===== src/rtl/remote_comm_pkg.sv =====
// Shared constants for the Knight's Tour host link: baud rate, robot responses,
// command opcodes and the byte-sequencer state encoding.
package remote_comm_pkg;

  localparam int BAUD_DIV_DEF = 2604;

  localparam logic [7:0] POS_ACK          = 8'hA5;
  localparam logic [7:0] MOVE_IN_PROGRESS = 8'h5A;

  localparam logic [15:0] CAL_GYRO        = 16'h2000;
  localparam logic [3:0]  MOVE_OP         = 4'h4;
  localparam logic [3:0]  MOVE_FANFARE_OP = 4'h5;

  localparam logic [1:0] ST_IDLE = 2'd0;
  localparam logic [1:0] ST_HIGH = 2'd1;
  localparam logic [1:0] ST_LOW  = 2'd2;

  // Heading occupies [11:4], square count [3:0].
  function automatic logic [15:0] move_cmd(input logic [3:0] op,
                                           input logic [7:0] heading,
                                           input logic [3:0] squares);
    return {op, heading, squares};
  endfunction

endpackage


===== src/rtl/remote_comm_uart.sv =====
// Full-duplex 8N1 UART: a transmitter that accepts a byte on trmt and a
// receiver that centre-samples RX and flags each received byte.
module uart
  import remote_comm_pkg::*;
#(
  parameter int BAUD_DIV = BAUD_DIV_DEF
) (
  input  logic       clk,
  input  logic       rst_n,
  input  logic       trmt,
  input  logic [7:0] tx_data,
  output logic       tx_done,
  output logic       TX,
  input  logic       RX,
  input  logic       clr_rx_rdy,
  output logic       rx_rdy,
  output logic [7:0] rx_data
);

  localparam int CW = $clog2(BAUD_DIV + 1);

  logic [9:0]    tx_shft;
  logic          tx_busy;
  logic [CW-1:0] tx_baud;
  logic [3:0]    tx_bits;
  logic          tx_shift;

  // tx_done fires in the last clock of the stop bit so the next frame can
  // start on the very next clock with no idle gap.
  assign tx_shift = tx_busy && (tx_baud == CW'(BAUD_DIV - 1));
  assign tx_done  = tx_shift && (tx_bits == 4'd9);
  assign TX       = tx_shft[0];

  always_ff @(posedge clk or negedge rst_n) begin
    if (!rst_n) begin
      tx_shft <= '1;
      tx_busy <= 1'b0;
      tx_baud <= '0;
      tx_bits <= '0;
    end else if (trmt) begin
      tx_shft <= {1'b1, tx_data, 1'b0};
      tx_busy <= 1'b1;
      tx_baud <= '0;
      tx_bits <= '0;
    end else if (tx_shift) begin
      tx_shft <= {1'b1, tx_shft[9:1]};
      tx_baud <= '0;
      tx_bits <= tx_bits + 4'd1;
      if (tx_bits == 4'd9) tx_busy <= 1'b0;
    end else if (tx_busy) begin
      tx_baud <= tx_baud + CW'(1);
    end
  end

  logic          rx_ff1, rx_ff2, rx_ff3;
  logic          rx_busy;
  logic [CW-1:0] rx_cnt;
  logic [3:0]    rx_bits;
  logic [8:0]    rx_shft;
  logic          rx_sample;

  assign rx_sample = rx_busy && (rx_cnt == '0);

  // rx_ff3 only serves edge detection; sampling uses the synchronized rx_ff2.
  always_ff @(posedge clk or negedge rst_n) begin
    if (!rst_n) begin
      rx_ff1  <= 1'b1;
      rx_ff2  <= 1'b1;
      rx_ff3  <= 1'b1;
      rx_busy <= 1'b0;
      rx_cnt  <= '0;
      rx_bits <= '0;
      rx_rdy  <= 1'b0;
      rx_data <= '0;
    end else begin
      rx_ff1 <= RX;
      rx_ff2 <= rx_ff1;
      rx_ff3 <= rx_ff2;
      if (clr_rx_rdy) rx_rdy <= 1'b0;
      if (!rx_busy && rx_ff3 && !rx_ff2) begin
        rx_busy <= 1'b1;
        rx_cnt  <= CW'(BAUD_DIV / 2 - 1);
        rx_bits <= '0;
        rx_rdy  <= 1'b0;
      end else if (rx_sample) begin
        rx_cnt  <= CW'(BAUD_DIV - 1);
        rx_bits <= rx_bits + 4'd1;
        if (rx_bits == 4'd9) begin
          rx_busy <= 1'b0;
          rx_data <= rx_shft[8:1];
          rx_rdy  <= 1'b1;
        end
      end else if (rx_busy) begin
        rx_cnt <= rx_cnt - CW'(1);
      end
    end
  end

  always_ff @(posedge clk) begin
    if (rx_sample) rx_shft <= {rx_ff2, rx_shft[8:1]};
  end

endmodule


===== src/rtl/remote_comm.sv =====
// Host-side command link: sends a 16-bit command as two back-to-back UART
// bytes (high first) and reports single-byte robot responses.
module remote_comm
  import remote_comm_pkg::*;
#(
  parameter int BAUD_DIV = BAUD_DIV_DEF
) (
  input  logic        clk,
  input  logic        rst_n,
  input  logic        RX,
  output logic        TX,
  input  logic [15:0] cmd,
  input  logic        snd_cmd,
  output logic        cmd_snt,
  output logic        resp_rdy,
  output logic [7:0]  resp
);

  logic [1:0] state, nxt_state;
  logic [7:0] low_byte;
  logic [7:0] tx_data;
  logic       trmt, tx_done;
  logic       set_snt, clr_snt;

  always_comb begin
    nxt_state = state;
    trmt      = 1'b0;
    tx_data   = cmd[15:8];
    set_snt   = 1'b0;
    clr_snt   = 1'b0;
    case (state)
      ST_IDLE: if (snd_cmd) begin
        trmt      = 1'b1;
        clr_snt   = 1'b1;
        nxt_state = ST_HIGH;
      end
      ST_HIGH: if (tx_done) begin
        trmt      = 1'b1;
        tx_data   = low_byte;
        nxt_state = ST_LOW;
      end
      ST_LOW: if (tx_done) begin
        set_snt   = 1'b1;
        nxt_state = ST_IDLE;
      end
      default: nxt_state = ST_IDLE;
    endcase
  end

  always_ff @(posedge clk or negedge rst_n) begin
    if (!rst_n) begin
      state   <= ST_IDLE;
      cmd_snt <= 1'b0;
    end else begin
      state <= nxt_state;
      if (clr_snt) cmd_snt <= 1'b0;
      else if (set_snt) cmd_snt <= 1'b1;
    end
  end

  // Captured only on acceptance so later changes to cmd cannot corrupt the low byte.
  always_ff @(posedge clk) begin
    if (state == ST_IDLE && snd_cmd) low_byte <= cmd[7:0];
  end

  uart #(.BAUD_DIV(BAUD_DIV)) u_uart (
    .clk       (clk),
    .rst_n     (rst_n),
    .trmt      (trmt),
    .tx_data   (tx_data),
    .tx_done   (tx_done),
    .TX        (TX),
    .RX        (RX),
    .clr_rx_rdy(1'b0),
    .rx_rdy    (resp_rdy),
    .rx_data   (resp)
  );

endmodule


===== config.mk =====
export PLATFORM = sky130hd
export DESIGN_NAME = remote_comm
export DESIGN_NICKNAME = d
export VERILOG_FILES = /design/src/rtl/remote_comm_pkg.sv /design/src/rtl/remote_comm_uart.sv /design/src/rtl/remote_comm.sv
export SDC_FILE = /design/constraint.sdc
export NUM_CORES = 1
export LEC_CHECK = 0
export BUFFER_PORTS_ARGS = -buffer_cell sky130_fd_sc_hd__buf_2
export CAP_MARGIN = 40
export CORE_MARGIN = 4
export CORE_UTILIZATION = 30
export DETAILED_ROUTE_END_ITERATION = 8
export SLEW_MARGIN = 20
export SYNTH_ARGS = -nofsm -noshare
export SYNTH_HDL_FRONTEND = slang
export SYNTH_SLANG_ARGS = --single-unit

===== constraint.sdc =====
create_clock -name clk -period 2.5 [get_ports clk]
set_clock_uncertainty 0.05 [all_clocks]
set_input_delay 0.25 -clock clk [delete_from_list [all_inputs] [get_ports clk]]
set_output_delay 0.25 -clock clk [all_outputs]
set_load 0.02 [all_outputs]

# Word-level counts from Yosys, hierarchy flattened
# Index checks and enable logic that the tools add are counted.
[totals]
ff_bits = 76
in_bits = 20
output_inout_bits = 11
elab_cells = 84
[op_classes]
add_sub_neg = 4
eq_ne = 8
n_mux = 34
n_bitwise = 1
n_reduce_logical = 21
[ops]
columns = ["cell", "n"]
rows = [
  ["12-bit two-way mux", 6],
  ["10-bit two-way mux", 2],
  ["4-bit two-way mux", 4],
  ["8-bit two-way mux", 2],
  ["1-bit two-way mux", 15],
  ["12-bit by 1-bit adder with 12-bit output (second input constant)", 1],
  ["12-bit == test (second input constant)", 1],
  ["12-bit logical NOT", 1],
  ["12-bit by 1-bit subtractor with 12-bit output (second input constant)", 1],
  ["2-bit nonzero test", 5],
  ["4-bit by 1-bit adder with 4-bit output (second input constant)", 2],
  ["4-bit == test (second input constant)", 2],
  ["1-bit logical AND", 6],
  ["2-bit two-way mux", 3],
  ["2-bit inequality test (second input constant)", 3],
  ["2-bit case mux with 3 select lines", 1],
  ["3-bit AND reduction", 2],
  ["3-bit nonzero test", 2],
  ["2-bit AND reduction", 2],
  ["2-bit by 1-bit == test with 1-bit output (second input constant)", 1],
  ["2-bit == test (second input constant)", 1],
  ["1-bit logical NOT", 2],
  ["2-bit logical NOT", 1],
  ["1-bit case mux with 2 select lines", 1],
  ["1-bit inverter", 1],
]

# Longest topological paths before layout
# Gate-level depths: netlist of run 1.
[depth]
ltp_word = 7
ltp_mapped = 7
mapped_depth_nobuf = 6

# Hierarchy
# From an unflattened synthesis of run 1, not the netlist that was laid out.
[hier_totals]
hier_cells = 309
area_unflattened_um2 = 3495.9
[modules_own_cells]
columns = ["module", "n_inst", "cells_each", "area_each_um2", "seq_area_each_um2"]
rows = [
  ["uart", 1, 275, 2980.4, 1631.6],
  ["remote_comm", 1, 34, 515.5, 315.3],
]

# Least setup slack after synthesis of run 1
# Ideal clock, no wire load.
[synth_path]
kind = "register to register"
start = "register u_uart.rx_cnt[5]"
end = "register u_uart.rx_data[0]"
setup_time_ns = 0.125
arrival_ns = 2.306
required_time_ns = 2.325
setup_slack_ns = 0.020
path_stages_with_launch = 6
path_buffers = 1
synth_period_minus_slack_ns = 2.480
cell_sequence = "dfrtp_1 > or4_4 > or4_1 > buf_2 > nor4_4 > mux2_2"
[synth_via]
elab_chain_cells = 3
[synth_rtl]
columns = ["element", "line", "source"]
rows = [
  ["start, declared", "remote_comm_uart.sv:57", "logic [CW-1:0] rx_cnt;"],
  ["start signal, assigned", "remote_comm_uart.sv:82", "rx_cnt <= CW'(BAUD_DIV / 2 - 1);"],
  ["start signal, assigned", "remote_comm_uart.sv:86", "rx_cnt <= CW'(BAUD_DIV - 1);"],
  ["start signal, assigned", "remote_comm_uart.sv:94", "rx_cnt <= rx_cnt - CW'(1);"],
  ["12-bit logical NOT", "remote_comm_uart.sv:62", "assign rx_sample = rx_busy && (rx_cnt == '0);"],
  ["1-bit logical AND", "remote_comm_uart.sv:62", ""],
  ["3-bit AND reduction (no source line)", "n/a", ""],
  ["end signal, assigned", "remote_comm_uart.sv:90", "rx_data <= rx_shft[8:1];"],
  ["end, declared", "remote_comm_uart.sv:17", "output logic [7:0] rx_data"],
]
# No other way between the ends.
# A chain may end at the register's enable or synchronous reset.

# Worst setup path after layout of run 1
[layout_path]
start = "register u_uart.rx_cnt[5]"
end = "register u_uart.rx_data[3]"
# Same word-level chain as after synthesis.

==> results of run 1 <==
-- cell families after synthesis --
group | Yosys count
AO/OA/AOI/OAI | 61
buffers and inverters | 21
adder cells (fa/ha/maj) | 7
XOR/XNOR | 15
multiplexers | 12
AND/OR/NAND/NOR | 99
flip-flops | 74
-- power by group through the flow --
stage,Combinational [mW],Sequential [mW],Clock [mW]
final,0.443,1.52,0.870
after floorplan,0.334,1.50,0
after detailed placement,0.447,1.54,0
after global placement,0.429,1.54,0
after CTS,0.452,1.52,0.908
after global routing,0.529,1.55,0.960
-- cell usage after synthesis (all sizes together), types with 2 or more instances --
cell / number / area share, %
o31ai: 2 / 0.45
a31oi: 3 / 0.56
inv: 7 / 0.79
edfxtp: 16 / 14
xor2: 9 / 2.4
and4: 2 / 0.52
mux2: 9 / 3.0
mux2i: 3 / 0.90
and2: 3 / 0.56
nand2b: 4 / 0.75
or4b: 3 / 0.90
or3: 5 / 0.94
nor4: 4 / 1.2
a221oi: 2 / 0.52
and3: 2 / 0.37
a21oi: 16 / 2.4
xnor2: 6 / 1.6
or4: 4 / 1.0
o21ai: 13 / 1.9
clkbuf: 13 / 1.5
a311oi: 2 / 0.52
or3b: 2 / 0.52
a221o: 7 / 2.1
nor2: 20 / 2.2
nor3: 7 / 1.0
nand3: 12 / 1.8
dfrtp: 46 / 34
dfstp: 12 / 9.4
o22ai: 3 / 0.56
ha: 7 / 2.6
nand4: 3 / 0.56
nand2: 20 / 2.2
o211ai: 8 / 1.8
-- area by class of cell --
cell class / count / share of cell area, %
inverter: 7 / 0.666
tap: 140 / 4.44
clock buffer: 9 / 3.14
sequential: 74 / 49.4
clock inverter: 7 / 1.59
multi-input combinational: 194 / 33.3
timing repair buffer: 47 / 7.49
-- path summary, 6_finish.rpt --
kind	from	end	slack, ns	depth (start not counted)
max	u_uart.rx_cnt[5]	u_uart.rx_data[3]	0.08	5
min	cmd[2]	low_byte[2]	0.02	1
max reg2reg	u_uart.rx_cnt[5]	u_uart.rx_data[3]	0.08	5
min reg2reg	u_uart.rx_ff1	u_uart.rx_ff2	0.31	0
max in group asynchronous	rst_n	u_uart.tx_shft[0]	1.71	3
min in group asynchronous	rst_n	u_uart.tx_baud[10]	0.38	3
-- metal layers --
| metal | global-route usage, % | up-vias | wire [µm] |
|---|---|---|---|
| li1 | - | 1154 | - |
| met5 | 0 | - | 0 |
| met2 | 17.0 | 36 | 3040 |
| met1 | 14.5 | 1109 | 3130 |
| met4 | 3.93 | 0 | 53 |
| met3 | 2.71 | 7 | 218 |
-- state kept, by name, summed over array words and instances (netlist names) --
| signal | cells |
|---|---|
| u_uart.rx_bits | 4 |
| u_uart.tx_busy | 1 |
| u_uart.rx_ff2 | 1 |
| u_uart.tx_shft | 9 |
| u_uart.rx_rdy | 1 |
| u_uart.rx_shft | 8 |
| u_uart.rx_cnt | 12 |
| state | 2 |
| u_uart.tx_baud | 12 |
| cmd_snt | 1 |
| u_uart.tx_bits | 4 |
| u_uart.rx_data | 8 |
| u_uart.rx_ff3 | 1 |
| low_byte | 8 |
| u_uart.rx_busy | 1 |
| u_uart.rx_ff1 | 1 |
-- metrics by stage --
stage | util [%] | setup slack (ns) | cell area, µm² | hold slack (ns)
3_3_place_gp | 34.3 | 0.103 | 3740 | 0.232
6_report | 36.2 | 0.0817 | 3940 | 0.0222
4_1_cts | 36.2 | 0.0628 | 3940 | 0.00167
5_1_grt | 36.2 | 0.00618 | 3940 | 0.00123
2_1_floorplan | - | 0.0197 | 3340 | -0.0956
3_5_place_dp | 34.3 | 0.0758 | 3740 | 0.233
==> flow_summary.toml, run 1 <==
[status]
status = "complete, no violations"

[placement]
placed_cells = 460
dpl.hpwl_um = 4400
numPortBuffers = 30
gp_congestion = 0.745

[power]
total_power_mw = 2.84
p_clk_share_pct = 30.7
vdd_drop_max_mv = 0.377
intPower_mw = 1.97
swShare_pct = 30.6
powerDensity_nw_per_um2 = 719
combPwrFrac_pct = 15.6
p_leak_nw = 1.66
net-switching-power_mw = 0.867
p_seq_share_pct = 53.7

[global_route]
antenna_found_initial = 0
grt_max_degree = 59
grt_pass1_vias = 2424
grt_pass1_wl_um = 11400
grt_overflow = 0
grtUsageTotal_pct = 10.8

[routing]
drt-initial-drc-count = 83
drcViolationCount = 0
vias = 2306
vias_per_cell = 4.82
drt_first_pass_iters = 4
finalWirelength_um = 6440
avgRoutedWirePerCell_um = 13.5
ant_nets = 0

[setup_path]
cp.buffers_inverters = 1
cp_top_family = "simple AND/OR/NAND/NOR gates"
start_kind = "flop"
critPathRequiredTime_ns = 2.69
critPathMaxStageDelay_ns = 0.57
path_cells = "or4_4, or4_1, nor4_4, buf_4, mux2_2"
path_class = "reg2reg"
crit_fanout = 10
worstPathArrival_ns = 2.61
critPathCaptureType = "flop"
crit_slowest_cell = "or4_4"

[clock_tree]
post_cts_buffers = 0
clock_latency_ns = 0.35
hold_buffers = 2
clk_pin_slew_ns = 0.09
cts_tree = "built"
clock_sinks = 74
clock_path_buffers = 2
htree_levels = 3
cts_root_buffer = "clkbuf_8"
cts_made_buffers = 9
cts_resized = 0

[yosys]
yosys.area_share.xor_xnor_pct = 3.93
synth_cells = 289
synth_mux_area_share_pct = 3.93
synth_top_family_by_area = "simple AND/OR/NAND/NOR gates"
synth-seq-area-share_pct = 58.3
yosys.cell_types.count = 52
yosys.area_share.adder_pct = 2.62
synth_compound_area_share_pct = 12.1
synth.net_count = 316
synth-async-reset-ratio_pct = 78.4
synth.ff_latch_count = 74
syn_area_um2 = 3340
ys.flop_type = "dfrtp_1"
synth-simple-area-share_pct = 16.7
yosys_warnings = 0
synth_edf_count = 16
synth.avg_cell_area_um2 = 11.6

[final_layout]
fin_nets = 360
multi_input_area_um2 = 1310
most-common-layout-cells = "dfrtp_1 (46), buf_2 (30), nand2_1 (20), nor2_1 (20)"
antenna-diode-count = 0
drive_gt1_share_pct = 27.2
fin_cells = 478
final_common_cell = "dfrtp_1"
fillers = 1065
register_area_um2 = 1950
area_delta_synth_final_pct = 18.1

[timing]
min_period_ns = 2.42
max_slew.worst_pin.slew_ns = 0.573
finalSetupTns_ns = 0
maxSlewViolCount = 0
fin_crit_sh_pct = 96.7
rsz0062_at_grt = "false"
hold_viol_final = 0
setup_viol = 0
maxSlewHeadroom_pct = 61.7
max_freq_mhz = 414

[floorplan]
start_util_pct = 30.7
ios = 31
die_w_um = 114
rows = 38
dieArea_um2 = 12900
die_h_um = 114
coreArea_um2 = 10900

[worst_hold_path]
hold_path_class = "in2reg"

[run]
max_cap_violations = 0
(Power assumes the default switching activity.)
==> run 2, diff against run 1 <==
==> constraint.sdc (replaced) <==
create_clock -name clk -period 2.5 [get_ports clk]
set_clock_uncertainty 0.05 [all_clocks]
set_input_delay 0.5 -clock clk [delete_from_list [all_inputs] [get_ports clk]]
set_output_delay 0.5 -clock clk [all_outputs]
set_load 0.02 [all_outputs]
==> flow_summary.toml, run 2 (synthesis gave the netlist of run 1 again) <==
[status]
status = "complete, no violations"

[global_route]
grt_max_degree = 36
antenna_found_initial = 0
grtUsageTotal_pct = 11.4
grt_overflow = 0
grt_pass1_wl_um = 11800
grt_pass1_vias = 2387

[final_layout]
stdcell_area_um2 = 3910
final_common_cell = "dfrtp_1"
most-common-layout-cells = "dfrtp_1 (46), buf_2 (30), nand2_1 (20), nor2_1 (20)"
fin_nets = 358
top_regs = "u_uart.rx_cnt: 12 flops, u_uart.tx_baud: 12 flops, u_uart.tx_shft: 9 flops"
area_delta_synth_final_pct = 17.0
post-route-util_pct = 35.9
drive_gt1_share_pct = 27.7
fillers = 1067
antenna-diode-count = 0

[clock_tree]
hold_buffers = 0
htree_levels = 3
clock_sinks = 74
clock_latency_ns = 0.35
cts_tree = "built"
cts_root_buffer = "clkbuf_8"
cts_resized = 0
post_cts_buffers = 0
clk_pin_slew_ns = 0.08
cts_made_buffers = 9
clock_path_buffers = 2

[timing]
finalSetupTns_ns = 0
fin_crit_sh_pct = 95.7
max_slew.worst_pin.slew_ns = 0.568
min_period_ns = 2.39
maxSlewHeadroom_pct = 61.8
maxSlewViolCount = 0
max_freq_mhz = 418
hold_viol_final = 0
rsz0062_at_grt = "false"
setup_viol = 0

[setup_path]
start_kind = "flop"
critPathMaxStageDelay_ns = 0.56
cp_top_family = "simple AND/OR/NAND/NOR gates"
path_cells = "or4_4, or4_4, nor4_4, buf_4, mux2_2"
crit_fanout = 10
critPathRequiredTime_ns = 2.69
cp_common_cell = "or4_4"
worstPathArrival_ns = 2.58
path_class = "reg2reg"
cp.buffers_inverters = 1
crit_slowest_cell = "or4_4"
critPathCaptureType = "flop"

[routing]
drcViolationCount = 0
drt-initial-drc-count = 70
avgRoutedWirePerCell_um = 14.1
drt_first_pass_iters = 4
ant_nets = 0
vias = 2365
vias_per_cell = 4.97
finalWirelength_um = 6710

[floorplan]
die_w_um = 114
rows = 38
die_h_um = 114
ios = 31
coreArea_um2 = 10900
dieArea_um2 = 12900
start_util_pct = 30.7

[power]
combPwrFrac_pct = 16.1
p_clk_share_pct = 29.1
p_leak_nw = 1.66
intPower_mw = 1.95
p_seq_share_pct = 54.7
powerDensity_nw_per_um2 = 711
net-switching-power_mw = 0.832
vdd_drop_max_mv = 0.281
swShare_pct = 30.0

[placement]
gp_congestion = 0.764
numPortBuffers = 30
dpl.hpwl_um = 4630
dpl_cell_area_um2 = 3740

[run]
max_cap_violations = 0

[worst_hold_path]
hold_path_class = "in2async"
-- run 2: per-stage QoR --
step | setup slack [ns] | cells | hold slack, ns | power (mW)
2_1_floorplan | 0.0197 | 289 | 0.154 | 1.84
6_report | 0.107 | 476 | 0.0856 | 2.78
3_5_place_dp | 0.0590 | 460 | 0.305 | 1.99
3_3_place_gp | 0.109 | 460 | 0.299 | 1.96
4_1_cts | 0.0435 | 476 | 0.0908 | 2.82
5_1_grt | 0.0314 | 476 | 0.103 | 2.98
-- run 2: final timing paths --
check / slack, ns / cells past startpoint / to / from
min: 0.09 / 1 / u_uart.rx_cnt[4] / rst_n
max in group asynchronous: 1.67 / 2 / u_uart.tx_shft[4] / rst_n
max: 0.11 / 5 / u_uart.rx_data[7] / u_uart.rx_cnt[4]
min reg2reg: 0.31 / 0 / u_uart.rx_ff2 / u_uart.rx_ff1
max reg2reg: 0.11 / 5 / u_uart.rx_data[7] / u_uart.rx_cnt[4]
min in group clk: 0.20 / 1 / u_uart.rx_ff1 / RX
-- run 2: metal layers --
| layer | global-route usage, % | routed length (µm) |
|---|---|---|
| met2 | 17.7 | 3230 |
| met5 | 0 | 0 |
| met4 | 4.01 | 87 |
| met1 | 14.7 | 3090 |
| met3 | 4.35 | 304 |
-- run 2: layout make-up --
cell class	count	area (µm²)	area share, %
multi-input combinational	194	1320	33.7
inverter	7	26.3	0.672
clock buffer	9	124	3.17
tap	140	175	4.48
clock inverter	7	45.0	1.15
timing repair buffer	45	275	7.04
sequential	74	1950	49.8
-- run 2: power groups by stage --
| stage | combinational (mW) | clock, mW | sequential (mW) |
|---|---|---|---|
| after floorplan | 0.334 | 0 | 1.50 |
| after global placement | 0.429 | 0 | 1.54 |
| after detailed placement | 0.449 | 0 | 1.54 |
| after CTS | 0.455 | 0.845 | 1.52 |
| after global routing | 0.530 | 0.901 | 1.55 |
| final | 0.448 | 0.810 | 1.52 |
-- run 2: worst register-to-register path, stage by stage (launching register included) --
cell and delay, ns:
dfrtp_1 0.42, or4_4 0.56, or4_4 0.47, nor4_4 0.21
buf_4 0.22, mux2_2 0.35
